<file path="config.mk">
export PLATFORM = sky130hd
export DESIGN_NAME = clk_div_sel
export DESIGN_NICKNAME = d
export VERILOG_FILES = /design/src/rtl/clk_div_sel.sv
export SDC_FILE = /design/constraint.sdc
export NUM_CORES = 1
export LEC_CHECK = 0
export ABC_CLOCK_PERIOD_IN_PS = 2200
export BUFFER_PORTS_ARGS = -buffer_cell sky130_fd_sc_hd__buf_2
export CAP_MARGIN = 30
export CORE_ASPECT_RATIO = 0.8
export CORE_MARGIN = 2
export CORE_UTILIZATION = 35
export CTS_CLUSTER_SIZE = 30
export DETAILED_ROUTE_END_ITERATION = 8
export PLACE_DENSITY_LB_ADDON = 0.08
export SLEW_MARGIN = 30
export SYNTH_ARGS = -nofsm -noshare
export SYNTH_HDL_FRONTEND = slang
export SYNTH_SLANG_ARGS = --single-unit
</file>
<file path="constraint.sdc">
create_clock -name clk -period 2.2 [get_ports clk]
set_input_delay 0 -clock clk [delete_from_list [all_inputs] [get_ports clk]]
set_output_delay 0 -clock clk [all_outputs]
set_load 0.005 [all_outputs]
</file>
<file path="src/rtl/clk_div_sel.sv">
// ---------------------------------------------------------------------------
// clk_div_sel
//
// Free-running binary divider with a selectable, glitch-free output tap.
// Bit k of the divider counter is a divide-by-2^(k+1) square wave; one of
// those bits (the active tap) is re-registered onto clk_out. Changing the
// tap goes through a small handshake so that no runt high or low phase is
// ever emitted while moving from the old tap to the new one.
//
// Parameters
//   WIDTH   width of the divider counter (number of available taps)
//   SEL_W   width of the tap-select input, 2^SEL_W >= WIDTH
//
// Ports
//   clk      in   system clock, all state changes on its rising edge
//   rst_n    in   synchronous active-low reset
//   en       in   count enable; 0 freezes the counter and clk_out
//   sel      in   requested tap (k selects divide-by-2^(k+1))
//   load     in   one-cycle request to switch to tap sel
//   div_cnt  out  free-running counter value
//   clk_out  out  registered divided level from the active tap
//   tick     out  one-cycle pulse in the cycle clk_out rises
//   busy     out  high while a tap switch is in flight
//   sel_err  out  one-cycle pulse when a load asks for a non-existent tap
// ---------------------------------------------------------------------------
module clk_div_sel #(
  parameter int WIDTH = 32,
  parameter int SEL_W = 6
) (
  input  logic             clk,
  input  logic             rst_n,
  input  logic             en,
  input  logic [SEL_W-1:0] sel,
  input  logic             load,
  output logic [WIDTH-1:0] div_cnt,
  output logic             clk_out,
  output logic             tick,
  output logic             busy,
  output logic             sel_err
);

  // Internal tap indices only need enough bits to address WIDTH taps;
  // sel is range-checked before it is narrowed.
  localparam int IDX_W = (WIDTH > 1) ? $clog2(WIDTH) : 1;

  typedef enum logic [1:0] {
    IDLE = 2'd0,
    ARM  = 2'd1,
    HOLD = 2'd2
  } state_t;

  state_t           state;
  state_t           state_nxt;
  logic [IDX_W-1:0] cur_sel;
  logic [IDX_W-1:0] cur_sel_nxt;
  logic [IDX_W-1:0] pend_sel;
  logic [IDX_W-1:0] pend_sel_nxt;

  logic             sel_ok;
  logic             cur_bit;
  logic             pend_bit;
  logic             clk_out_nxt;
  logic             tick_nxt;
  logic             sel_err_nxt;

  // Request is only honoured for taps that actually exist.
  assign sel_ok   = (32'(sel) < 32'(WIDTH));
  assign cur_bit  = div_cnt[cur_sel];
  assign pend_bit = div_cnt[pend_sel];

  // -------------------------------------------------------------------------
  // Divider counter
  // -------------------------------------------------------------------------
  always_ff @(posedge clk) begin
    if (!rst_n) begin
      div_cnt <= '0;
    end else if (en) begin
      div_cnt <= div_cnt + WIDTH'(1);
    end
  end

  // -------------------------------------------------------------------------
  // FSM state register (also owns the tap-select registers)
  // -------------------------------------------------------------------------
  always_ff @(posedge clk) begin
    if (!rst_n) begin
      state    <= IDLE;
      cur_sel  <= '0;
      pend_sel <= '0;
    end else begin
      state    <= state_nxt;
      cur_sel  <= cur_sel_nxt;
      pend_sel <= pend_sel_nxt;
    end
  end

  // -------------------------------------------------------------------------
  // FSM next-state logic
  //   ARM waits for the old tap to be low so its current high phase is
  //   never cut short; HOLD keeps the output low until the new tap is also
  //   low, so the first new high phase starts on a true rising edge of the
  //   new tap. Transitions use the counter as-is, so with en=0 they see the
  //   frozen value.
  // -------------------------------------------------------------------------
  always_comb begin
    state_nxt    = state;
    cur_sel_nxt  = cur_sel;
    pend_sel_nxt = pend_sel;
    case (state)
      IDLE: begin
        if (load && sel_ok) begin
          pend_sel_nxt = sel[IDX_W-1:0];
          state_nxt    = ARM;
        end
      end
      ARM: begin
        if (!cur_bit) begin
          state_nxt = HOLD;
        end
      end
      HOLD: begin
        if (!pend_bit) begin
          cur_sel_nxt = pend_sel;
          state_nxt   = IDLE;
        end
      end
      default: begin
        state_nxt = IDLE;
      end
    endcase
  end

  // -------------------------------------------------------------------------
  // FSM output logic
  //   clk_out only moves while counting, which also keeps tick quiet when
  //   the counter is frozen.
  // -------------------------------------------------------------------------
  always_comb begin
    clk_out_nxt = clk_out;
    sel_err_nxt = 1'b0;
    if (en) begin
      case (state)
        IDLE, ARM: clk_out_nxt = cur_bit;
        HOLD:      clk_out_nxt = 1'b0;
        default:   clk_out_nxt = 1'b0;
      endcase
    end
    if ((state == IDLE) && load && !sel_ok) begin
      sel_err_nxt = 1'b1;
    end
    tick_nxt = clk_out_nxt & ~clk_out;
  end

  assign busy = (state != IDLE);

  // -------------------------------------------------------------------------
  // Registered outputs
  // -------------------------------------------------------------------------
  always_ff @(posedge clk) begin
    if (!rst_n) begin
      clk_out <= 1'b0;
      tick    <= 1'b0;
      sel_err <= 1'b0;
    end else begin
      clk_out <= clk_out_nxt;
      tick    <= tick_nxt;
      sel_err <= sel_err_nxt;
    end
  end

endmodule

</file>
# Word level (Yosys, flattened, before mapping)
# Cells that the tools add are included.
# W data, S select, Z words.
[word_totals]
register_bits = 47
output_inout_bits = 36
input_bits = 10
[classes]
bitwise_logic = 3
n_addsub = 1
n_lt_le_gt_ge = 3
n_eq_ne = 5
n_reduce_logical = 10
n_mux = 11
[ops]
columns = ["operator", "count"]
rows = [
  ["$add A32 B1 Y32 const B", 1],
  ["$lt A5 B6 Y1 const B", 2],
  ["$bmux W1 S5", 2],
  ["$lt A6 B6 Y1 const B", 1],
  ["$mux W2", 3],
  ["$ne A2 B2 Y1 const B", 3],
  ["$pmux W2 S3", 1],
  ["$mux W1", 5],
  ["$reduce_and A2 Y1", 2],
  ["$logic_and A1 B1 Y1", 3],
  ["$reduce_and A3 Y1", 1],
  ["$eq A2 B1 Y1 const B", 1],
  ["$eq A2 B2 Y1 const B", 1],
  ["$logic_not A2 Y1", 1],
  ["$not A1 Y1", 2],
  ["$reduce_bool A2 Y1", 1],
  ["$reduce_or A2 Y1", 1],
  ["$and A1 B1 Y1", 1],
  ["$logic_not A1 Y1", 1],
]

# Logic depth before layout (Yosys ltp)
[depth]
ltp_word = 5
ltp_mapped = 8
depth_no_buf = 6

# Worst setup path before layout
# Ideal clock, no wire load.
[synth_path]
kind = "register to register"
startpoint = "register cur_sel[0]"
endpoint = "register state[0]"
stages_incl_launch_ff = 7
setup_time_ns = 0.115
t_required_ns = 2.085
t_arrival_ns = 2.213
path_slack_ns = -0.128
cell_sequence = "dfxtp_1 -> clkbuf_1 -> mux4_1 -> mux4_2 -> mux2i_1 -> nor2b_1 -> o21a_1"
[synth_via]
elab_chain_cells = 4
[synth_lines]
columns = ["item", "line_no", "text"]
rows = [
  ["start: declaration", "54", "logic [IDX_W-1:0] cur_sel;"],
  ["start signal: assignment", "92", "cur_sel <= cur_sel_nxt;"],
  ["$bmux W1 S5", "68", "assign cur_bit = div_cnt[cur_sel];"],
  ["$mux W1 (implied by the code)", "68", ""],
  ["$ne A2 B2 Y1 (no line)", "-", ""],
  ["$reduce_and A3 Y1 (no line)", "-", ""],
  ["end signal: assignment", "91", "state <= state_nxt;"],
  ["end: declaration", "52", "state_t state;"],
]
# No other way between the ends. The select of a mux whose other input is x is not followed.
# A chain may end at the register's enable or synchronous reset.

# Worst setup path after layout
[layout_path]
startpoint = "register div_cnt[0]"
endpoint = "register cur_sel[0]"
[layout_via]
elab_chain_cells = 4
[layout_lines]
columns = ["item", "line_no", "text"]
rows = [
  ["start: declaration", "35", "output logic [WIDTH-1:0] div_cnt,"],
  ["start signal: assignment", "78", "div_cnt <= div_cnt + WIDTH'(1);"],
  ["$bmux W1 S5", "69", "assign pend_bit = div_cnt[pend_sel];"],
  ["$mux W1 (implied by the code)", "69", ""],
  ["$not A1 Y1 (no line)", "-", ""],
  ["$reduce_and A2 Y1 (no line)", "-", ""],
]
# No other way between the ends. The select of a mux whose other input is x is not followed.

==> flow_summary.json <==
{
  "worstSetupStartpoint": "div_cnt[0]$_SDFFE_PN0P_",
  "area_growth_pct": 34.6,
  "overflow": 0,
  "drt_iter0_drc": 78,
  "synth_edf_count": 0,
  "routed_wl_um": 6970,
  "r2r-start": "div_cnt[0]$_SDFFE_PN0P_",
  "clockPowerShare_pct": 42.6,
  "reg2reg_to": "cur_sel[0]$_SDFFE_PN0P_",
  "cts_tree": "done",
  "wire_per_inst_um": 15.6,
  "fin_skew_ns": 0.0103,
  "via_count": 2323,
  "postRouteAntennaNets": 0,
  "ff2ff_path_depth": 6,
  "seq_area_frac_synth_pct": 37.2,
  "insertion_delay_ns": 0.31,
  "grt_pass1_vias": 2151,
  "setup-tns-final_ns": 0,
  "place.gp.congestion": 0.790,
  "place_hpwl_um": 5230,
  "p_leak_nw": 1.36,
  "grtUsageTotal_pct": 18.1,
  "r2r_slack_ns": 0.06,
  "drc": 0,
  "yosysUniqueCellTypes": 42,
  "yosysTopAreaCell": "dfxtp_1",
  "cts_root_buffer": "clkbuf_8",
  "nets": 369,
  "synth-main-ff-cell": "dfxtp_1",
  "grt_max_degree": 20,
  "synth.avg_cell_area_um2": 9.48,
  "layout_common_cells": "buf_2, dfxtp_1, buf_4",
  "required_ns": 2.43,
  "final.period_utilization_pct": 97.4,
  "combPwrFrac_pct": 8.3,
  "worstSetupEndpoint": "cur_sel[0]$_SDFFE_PN0P_",
  "fp-row-count": 27,
  "endpoint_kind": "flop",
  "synthesis.nets": 278,
  "coreArea_um2": 6930,
  "vdd_drop_max_uv": 336,
  "maxCapViolCount": 0,
  "seqPwrFrac_pct": 49.1,
  "ios": 46,
  "startpoint_type": "flop",
  "start_util_pct": 36.5,
  "yosys-top-cells-area": "dfxtp_1, mux4_2, mux2i_1, nor2_1, nand2_1",
  "hold_viol": 0,
  "rsz0062_at_grt": "yes",
  "worst_ep_arrival_time_ns": 2.38,
  "path_max_fanout": 6,
  "switching_share_pct": 22.0,
  "worst-setup-path-type": "reg2reg",
  "multi_input_area_um2": 1510,
  "clockBufferDepth": 2,
  "grt_pass1_wl_um": 11300,
  "p_per_area_nw_per_um2": 525,
  "min_path_type": "in2reg",
  "worst_pin_slew_ns": 0.523,
  "die_x_um": 99.1,
  "intPower_mw": 1.39,
  "status": "finished, final reports clean",
  "cts_buffers": 5,
  "htreeDepth": 2,
  "dp.cells": 428,
  "setup-violations-final": 0,
  "slew_viol_final": 0,
  "syn_area_um2": 2530,
  "netlist_instances": 267,
  "yosys.area.top_type_share_pct": 37.2,
  "yosysWarnings": 0,
  "dieArea_um2": 7930,
  "fillers": 660,
  "antenna_found_initial": 0,
  "async_flop_share_pct": 0,
  "cts.clk_slew.worst_paths_ns": 0.09,
  "portBuffers": 45,
  "cts_sinks": 47,
  "antenna-diode-count": 0,
  "vias_per_cell": 5.21,
  "power_switching_mw": 0.394,
  "maxSlewHeadroom_pct": 64.8,
  "max_freq_ghz": 0.467,
  "seq_area_um2": 953,
  "ys_seq_elements": 47,
  "min_period_ns": 2.14,
  "first_pass_iters": 4,
  "layout_commonest_cell": "buf_2",
  "fp.dieH_um": 80.0,
  "stdcell_count": 446,
  "drive_above_1_share_pct": 35.1
}
-- synth_stat cells (2+ instances only) --
cell type  count
a21oi_1       12
and3_1         5
and4_1         3
buf_1          4
buf_2          2
buf_6          2
clkbuf_1       4
dfxtp_1       47
inv_1          8
mux2i_1       17
mux4_1         2
mux4_2        14
nand2_1       26
nand2b_1       4
nand3_1        9
nand3b_1       3
nand4_1        8
nor2_1        28
nor2b_1        4
nor3_1         4
nor4_1         3
o21ai_0       11
o31ai_1        2
or3_1         10
or4_1          3
xnor2_1        9
xor2_1         8
-- how the worst min path moves through the flow --
stage               startpoint  cells past startpoint  slack, ns                       end
finish                   rst_n                      3       0.09           tick$_SDFF_PN0_
global route             rst_n                      2       0.11     state[0]$_SDFFE_PN0P_
CTS                      rst_n                      3       0.09           tick$_SDFF_PN0_
detailed placement      sel[5]                      3       0.25        sel_err$_SDFF_PN0_
global placement        sel[1]                      3       0.23  pend_sel[1]$_SDFFE_PN0P_
floorplan               sel[5]                      2       0.12        sel_err$_SDFF_PN0_
-- per-layer routing --
metal | up-vias | global-route usage, % | share of wire (%)
met5 | - | 0 | 0
met4 | 0 | 4.11 | 0.79
met3 | 5 | 2.89 | 3.5
met2 | 45 | 27.0 | 43
met1 | 1116 | 27.4 | 52
li1 | 1157 | - | -
-- what timing repair did --
item                                    in CTS  in global routing
hold buffers                                 7                  0
gates resized for setup                      2                 15
hold endpoints to repair                     6                  0
pin swaps                                    1                  5
endpoints found under the setup margin       4                 18
buffers inserted                             0                  4
-- critical path: stages (launching register included) --
cell	delay (ns)
dfxtp_2	0.34
buf_4	0.15
mux4_2	0.45
a22o_1	0.19
or4_4	0.51
a21oi_4	0.25
mux2i_1	0.19
-- logic make-up after synthesis --
group	count (synthesis)	synth area share (%)
mux	33	21.3
fa+ha+maj	1	0.494
buf+inv	21	3.81
simple gates	115	23.6
xor+xnor	17	5.89
compound gates	33	7.72
flops	47	37.2
-- cell type report --
type / count / area share (%)
clock buffer: 6 / 2.13
multi-input combinational: 199 / 44.5
timing repair buffer: 96 / 19.4
sequential: 47 / 28.0
clock inverter: 2 / 1.76
inverter: 9 / 0.992
tap: 87 / 3.20
-- through the flow --
| step | instance area, um2 | util [%] | power (mW) | setup WS (ns) | hold slack [ns] |
|---|---|---|---|---|---|
| after floorplan | 2540 | - | 0.979 | 0.00562 | 0.118 |
| after global routing | 3400 | 49.2 | 1.85 | -0.0254 | 0.114 |
| final | 3400 | 49.2 | 1.79 | 0.0566 | 0.0884 |
| after global placement | 3140 | 45.4 | 1.03 | -0.0368 | 0.234 |
| after CTS | 3350 | 48.4 | 1.81 | 0.0180 | 0.0863 |
| after detailed placement | 3140 | 45.4 | 1.03 | -0.101 | 0.245 |
-- flip-flops by register name, summed over array words and instances, names as in the netlist --
name / cells
state: 2
sel_err: 1
div_cnt: 32
clk_out: 1
pend_sel: 5
cur_sel: 5
tick: 1
-- power by group through the flow --
stage	combinational, mW	clock [mW]	sequential (mW)
finish	0.148	0.762	0.877
global route	0.164	0.804	0.880
CTS	0.143	0.783	0.879
detailed placement	0.131	0	0.899
global placement	0.130	0	0.898
floorplan	0.0828	0	0.896
No activity file was read; power rests on OpenSTA's default activity.
